`src/rtl/lcd_pkg.sv`:
```
// Shared definitions for the HD44780 LCD read and write controllers.
// Timing defaults assume a 50 MHz clock.
package lcd_pkg;

    localparam int unsigned T_AS  = 3;
    localparam int unsigned T_PW  = 15;
    localparam int unsigned T_H   = 2;
    localparam int unsigned T_REC = 5;

    localparam int unsigned BF_BIT = 7;

    localparam logic RS_CMD  = 1'b0;
    localparam logic RS_DATA = 1'b1;

    typedef enum logic [2:0] {
        StIdle,
        StSetup,
        StEnHi,
        StHold,
        StRecover,
        StDone
    } lcd_rd_state_e;

    // Bits needed to hold (longest phase - 1) in the phase down-counter.
    function automatic int unsigned dur_width(input int unsigned a, input int unsigned b,
                                              input int unsigned c, input int unsigned d);
        int unsigned m;
        m = a;
        if (b > m) m = b;
        if (c > m) m = c;
        if (d > m) m = d;
        return (m < 2) ? 1 : $clog2(m);
    endfunction

endpackage

```
`src/rtl/lcd_sync2.sv`:
```
// 8-bit two-flop synchronizer for the asynchronous LCD data pins.
module lcd_sync2 (
    input  logic       i_clk,
    input  logic       i_rst,
    input  logic [7:0] i_d,
    output logic [7:0] o_q
);

    logic [7:0] r_meta;
    logic [7:0] r_sync;

    always_ff @(posedge i_clk) begin
        if (i_rst) begin
            r_meta <= 8'h00;
            r_sync <= 8'h00;
        end else begin
            r_meta <= i_d;
            r_sync <= r_meta;
        end
    end

    assign o_q = r_sync;

endmodule

```
`src/rtl/lcd_read_ctrl.sv`:
```
// HD44780 read-cycle controller: single BF/AC or RAM reads, plus bounded busy-flag polling.
// All LCD pins and status outputs come straight from registers.
module lcd_read_ctrl #(
    parameter int unsigned T_AS     = lcd_pkg::T_AS,
    parameter int unsigned T_PW     = lcd_pkg::T_PW,
    parameter int unsigned T_H      = lcd_pkg::T_H,
    parameter int unsigned T_REC    = lcd_pkg::T_REC,
    parameter int unsigned POLL_MAX = 2000
) (
    input  logic       iCLK,
    input  logic       iRST,
    input  logic       iREQ,
    input  logic       iRS,
    input  logic       iPOLL,
    output logic       oBUSY,
    output logic       oVALID,
    output logic [7:0] oDATA,
    output logic       oTIMEOUT,
    output logic       oBUS_OWN,
    input  logic [7:0] LCD_DATA_IN,
    output logic       LCD_RW,
    output logic       LCD_EN,
    output logic       LCD_RS
);

    import lcd_pkg::*;

    localparam int unsigned DUR_W  = dur_width(T_AS, T_PW, T_H, T_REC);
    localparam int unsigned PCNT_W = $clog2(POLL_MAX + 1);

    localparam logic [DUR_W-1:0]  LD_AS    = DUR_W'(T_AS - 1);
    localparam logic [DUR_W-1:0]  LD_PW    = DUR_W'(T_PW - 1);
    localparam logic [DUR_W-1:0]  LD_H     = DUR_W'(T_H - 1);
    localparam logic [DUR_W-1:0]  LD_REC   = DUR_W'(T_REC - 1);
    localparam logic [PCNT_W-1:0] PCNT_MAX = PCNT_W'(POLL_MAX);

    lcd_rd_state_e     r_state;
    logic [DUR_W-1:0]  r_dur;
    logic [PCNT_W-1:0] r_pcnt;
    logic              r_poll;
    logic [7:0]        r_cap;
    logic              r_busy;
    logic              r_valid;
    logic [7:0]        r_data;
    logic              r_timeout;
    logic              r_own;
    logic              r_rw;
    logic              r_en;
    logic              r_rs;
    logic [7:0]        w_sync;

    lcd_sync2 u_sync (
        .i_clk (iCLK),
        .i_rst (iRST),
        .i_d   (LCD_DATA_IN),
        .o_q   (w_sync)
    );

    always_ff @(posedge iCLK) begin
        if (iRST) begin
            r_state   <= StIdle;
            r_dur     <= '0;
            r_pcnt    <= '0;
            r_poll    <= 1'b0;
            r_cap     <= 8'h00;
            r_busy    <= 1'b0;
            r_valid   <= 1'b0;
            r_data    <= 8'h00;
            r_timeout <= 1'b0;
            r_own     <= 1'b0;
            r_rw      <= 1'b0;
            r_en      <= 1'b0;
            r_rs      <= 1'b0;
        end else begin
            r_valid <= 1'b0;
            case (r_state)
                StIdle: begin
                    if (iREQ) begin
                        r_poll  <= iPOLL & (iRS == RS_CMD);
                        r_pcnt  <= '0;
                        r_busy  <= 1'b1;
                        r_own   <= 1'b1;
                        r_rw    <= 1'b1;
                        r_rs    <= iRS;
                        r_dur   <= LD_AS;
                        r_state <= StSetup;
                    end
                end
                StSetup: begin
                    if (r_dur == '0) begin
                        r_en    <= 1'b1;
                        r_dur   <= LD_PW;
                        r_state <= StEnHi;
                    end else begin
                        r_dur <= r_dur - 1'b1;
                    end
                end
                StEnHi: begin
                    if (r_dur == '0) begin
                        r_en    <= 1'b0;
                        r_cap   <= w_sync;
                        if (r_pcnt != PCNT_MAX) r_pcnt <= r_pcnt + 1'b1;
                        r_dur   <= LD_H;
                        r_state <= StHold;
                    end else begin
                        r_dur <= r_dur - 1'b1;
                    end
                end
                StHold: begin
                    if (r_dur == '0) begin
                        r_rw    <= 1'b0;
                        r_rs    <= 1'b0;
                        r_dur   <= LD_REC;
                        r_state <= StRecover;
                    end else begin
                        r_dur <= r_dur - 1'b1;
                    end
                end
                StRecover: begin
                    if (r_dur != '0) begin
                        r_dur <= r_dur - 1'b1;
                    end else if (r_poll && r_cap[BF_BIT] && (r_pcnt < PCNT_MAX)) begin
                        // Still busy: start another BF read without releasing the bus.
                        r_rw    <= 1'b1;
                        r_rs    <= RS_CMD;
                        r_dur   <= LD_AS;
                        r_state <= StSetup;
                    end else begin
                        r_data    <= r_cap;
                        r_timeout <= r_poll & r_cap[BF_BIT];
                        r_valid   <= 1'b1;
                        r_busy    <= 1'b0;
                        r_own     <= 1'b0;
                        r_state   <= StDone;
                    end
                end
                StDone: begin
                    r_state <= StIdle;
                end
                default: begin
                    r_state <= StIdle;
                end
            endcase
        end
    end

    assign oBUSY    = r_busy;
    assign oVALID   = r_valid;
    assign oDATA    = r_data;
    assign oTIMEOUT = r_timeout;
    assign oBUS_OWN = r_own;
    assign LCD_RW   = r_rw;
    assign LCD_EN   = r_en;
    assign LCD_RS   = r_rs;

endmodule
```
`config.mk`:
```
export PLATFORM = sky130hd
export DESIGN_NAME = lcd_read_ctrl
export DESIGN_NICKNAME = d
export VERILOG_FILES = /design/src/rtl/lcd_pkg.sv /design/src/rtl/lcd_sync2.sv /design/src/rtl/lcd_read_ctrl.sv
export SDC_FILE = /design/constraint.sdc
export NUM_CORES = 1
export LEC_CHECK = 0
export CAP_MARGIN = 10
export CORE_UTILIZATION = 50
export CTS_CLUSTER_DIAMETER = 40
export DETAILED_ROUTE_END_ITERATION = 10
export DONT_BUFFER_PORTS = 1
export PLACE_DENSITY = 0.7
export SKIP_CTS_REPAIR_TIMING = 1
export SYNTH_ARGS = -nofsm -noshare
export SYNTH_HDL_FRONTEND = slang
export SYNTH_SLANG_ARGS = --single-unit
```
`constraint.sdc`:
```
create_clock -name iCLK -period 1.6 [get_ports iCLK]
set_input_delay 0.32 -clock iCLK [delete_from_list [all_inputs] [get_ports iCLK]]
set_output_delay 0.32 -clock iCLK [all_outputs]
set_load 0.1 [all_outputs]
```
==> impl_metrics.py <==
metrics = {
    "run_status": {
        "status": "finished with violations",
        "violations": "setup timing",
    },
    "hold_path": {
        "min_to": "oDATA[5]$_SDFFE_PP0P_",
        "worstHoldStart": "iRST",
        "min_delay_path_depth": 1,
        "hp-class": "primary input to register",
    },
    "clocking": {
        "clk-insertion-delay-late_ns": 0.34,
        "h-tree-depth": 3,
        "tritoncts": "built",
        "clock_buffer_count_from_cts": 9,
        "cts_num_sinks": 57,
        "cts_root_buf": "sky130_fd_sc_hd__clkbuf_8",
        "clkTransAtPathRegs_ns": 0.08,
        "cts_max_path_buffers": 2,
    },
    "sta": {
        "worst_hold_slack_ns": 0.0471,
        "worstMarginPinSlew_ns": 0.380,
        "finalHoldViolations": 0,
        "finalClockSkew_ns": 0.0106,
        "setup_repair_after_global_routing_missed_its_margin": "true",
        "drv_slew": 0,
        "max_freq_mhz": 581,
        "period_share": 1.08,
        "setup_viol": 22,
        "post-route-min-period_ns": 1.72,
        "post_route_setup_slack_ns": -0.122,
        "relative_max_transition_margin": 0.746,
    },
    "run": {
        "drv.max_cap_violation_count": 0,
    },
    "global_routing": {
        "track_usage": 0.222,
        "grt_max_degree": 58,
        "initial_antenna_violation_count": 0,
        "globalRouteOverflowTotal": 0,
        "wire_length_of_the_first_global_routing_pass_mm": 9.04,
        "use_met3": 0.0631,
        "first_global_vias": 2016,
        "grt.met1_usage": 0.296,
        "gr-max-usage-layer": "met2",
        "global_route.usage.met2": 0.334,
    },
    "die": {
        "die_w_um": 73.5,
        "ios": 28,
        "die_height_um": 73.5,
        "coreArea_um2": 4820,
        "floorplan.die_area_um2": 5400,
        "core.rowCount": 25,
        "floorplan.initialDensity": 0.530,
    },
    "pwr": {
        "power_density_nw_per_um2": 1620,
        "max-vdd-ir-drop_mv": 1.34,
        "p_leak_nw": 1.30,
    },
    "layout": {
        "area_growth_pct": 37.9,
        "fillCellCount": 334,
        "fin_cells": 402,
        "drive_gt1_frac": 0.406,
        "design.final.nets": 346,
        "antenna_cells_inserted": 0,
    },
    "place": {
        "buffer_ports.inserted": 0,
        "detailedPlacementHpwl_mm": 3.65,
        "dpl.cell_count": 378,
        "gp_routability_congestion": 0.902,
    },
    "critical_path": {
        "worstRegToRegCells": 7,
        "crit_path_top_delay_cell": "sky130_fd_sc_hd__or3b_4",
        "crit_fanout": 7,
        "timing.critical_path.max_delay_family": "simple AND/OR/NAND/NOR gates",
        "worst-path-buf-inv": 2,
        "worstPathRequired_ns": 1.86,
        "critical_path.cell_chain": "inv_2 -> ha_4 -> or3b_4 -> nor2_4 -> buf_12 -> nand3_1 -> a21oi_1",
        "crit_path_start_kind": "register",
        "path_class": "register to register",
        "cp_data_arrival_time_ns": 1.98,
        "end_kind": "register",
        "cpPeakStageDelay_ns": 0.46,
        "rr_startpoint": "r_dur[0]$_SDFFE_PP0P_",
        "worstReg2RegEnd": "oDATA[0]$_SDFFE_PP0P_",
        "r2r_setup_slack_ns": -0.12,
    },
    "logic_synthesis": {
        "synth-edff-count": 0,
        "top_cells_by_count_synth": "sky130_fd_sc_hd__dfxtp_1 (57), sky130_fd_sc_hd__nand2_1 (30), sky130_fd_sc_hd__a21oi_1 (27)",
        "synth_seq_area_share": 0.447,
        "netlist-cell-type-count": 55,
        "leading_cell_type_by_number_of_instances_after_synthesis": "sky130_fd_sc_hd__dfxtp_1",
        "syn_nets": 302,
        "synthesized_cell_area_um2": 2550,
        "synth_top_cell_area_share": 0.447,
        "ys_warn_count": 0,
        "yosys_register_bits": 57,
        "post_synth_inst_count": 286,
        "postSynth.asyncResetShare": 0,
        "synth.area.top_cells": "sky130_fd_sc_hd__dfxtp_1 (45%), sky130_fd_sc_hd__a21oi_1 (5.3%), sky130_fd_sc_hd__nor2b_1 (5.1%), sky130_fd_sc_hd__nand2_1 (4.4%), sky130_fd_sc_hd__o21ai_0 (3.5%)",
        "synth_area_per_cell_um2": 8.93,
        "synth-main-ff-cell": "sky130_fd_sc_hd__dfxtp_1",
        "yosys.area.top_type": "sky130_fd_sc_hd__dfxtp_1",
    },
    "route": {
        "drt-initial-drc-count": 174,
        "routed_wire_length_per_instance_um": 15.6,
        "via_per_inst": 5.64,
        "routed_wl_mm": 6.28,
        "postRouteAntennaNets": 0,
        "route.detailed.drc": 0,
        "via_count": 2268,
        "drt-pass1-iter-count": 4,
    },
}
[worst register-to-register path: cells and delay by family, from the launching register on]
kind | cells | cell delay [ns]
simple gates | 3 | 0.80
flops | 1 | 0.34
buf+inv | 2 | 0.22
compound gates | 1 | 0.16
fa+ha+maj | 1 | 0.13
[worst max-delay path by stage]
stage / start / endpoint / slack [ns] / cells past startpoint
final: r_dur[0]$_SDFFE_PP0P_ / oDATA[0]$_SDFFE_PP0P_ / -0.12 / 7
after global routing: r_dur[0]$_SDFFE_PP0P_ / oDATA[0]$_SDFFE_PP0P_ / -0.21 / 8
after CTS: r_state[2]$_SDFFE_PP0P_ / LCD_RW$_SDFFE_PP0P_ / -0.12 / 4
after detailed placement: r_state[2]$_SDFFE_PP0P_ / LCD_RW$_SDFFE_PP0P_ / -0.08 / 4
after global placement: r_state[2]$_SDFFE_PP0P_ / LCD_RW$_SDFFE_PP0P_ / -0.08 / 4
after floorplan: r_pcnt[0]$_SDFFE_PP0P_ / r_pcnt[2]$_SDFFE_PP0P_ / -0.07 / 7
[report_power, final]
part / switching [mW] / internal [mW]
combinational: 1.31 / 1.12
sequential: 0.166 / 1.56
clock: 0.636 / 0.892
total: 2.11 / 3.58
[flip-flops by register name, summed over array words and instances (netlist names)]
signal / count
r_pcnt: 11
oDATA: 8
r_cap: 8
u_sync.o_q: 8
u_sync.r_meta: 8
r_dur: 4
r_state: 3
LCD_EN: 1
LCD_RS: 1
LCD_RW: 1
oBUS_OWN: 1
oTIMEOUT: 1
oVALID: 1
r_poll: 1
[cell usage in the layout (no fill, tap or decap), drive strengths merged, types with 4 or more instances in the layout]
master  count
nor4        4
nand3      11
o21ai      18
a21boi      4
clkinv      4
nand2      30
nor3b       4
nor2b      21
and4        4
inv         9
nand2b      4
clkbuf     10
nand4       7
dfxtp      57
buf        51
or3         5
a21oi      28
nor3        6
mux2i       6
nor2       11
[final cells by class]
cell class                      count  area, µm²  area share
Tap cell                           67       83.8      0.0238
Clock buffer                        9        124      0.0352
Timing Repair Buffer               52        459       0.130
Multi-Input combinational cell    202       1570       0.445
Sequential cell                    57       1150       0.327
Inverter                            8       30.0     0.00853
Clock inverter                      7        104      0.0295
[routing by layer]
layer | part of all wire | routed length [µm]
met4 | 0.011 | 72
met2 | 0.49 | 3080
met3 | 0.044 | 279
met5 | 0 | 0
met1 | 0.45 | 2860
[kinds of logic (layout without fill, tap and decap cells)]
kind of cell	after synthesis	in the layout	synth area share
and+or+nand+nor	118	119	0.281
muxes	7	7	0.0279
DFF	57	57	0.447
xor gates and xnor gates	3	3	0.0103
AOI/OAI and AO/OA	70	70	0.165
adders and majority gates	3	3	0.0147
buffers and inverters	28	76	0.0539
[metrics by stage]
step | TNS [ns] | cell area (µm²) | setup WS [ns] | total power, mW | utilization
2_1_floorplan | -0.0728 | 2600 | -0.0656 | 3.09 | -
3_3_place_gp | -0.323 | 2930 | -0.0787 | 3.57 | 0.608
3_5_place_dp | -0.700 | 2930 | -0.0771 | 3.59 | 0.608
4_1_cts | -1.16 | 3160 | -0.122 | 5.11 | 0.656
5_1_grt | -2.74 | 3520 | -0.213 | 5.96 | 0.731
6_report | -0.768 | 3520 | -0.122 | 5.69 | 0.731
(Power assumes the default switching activity.)
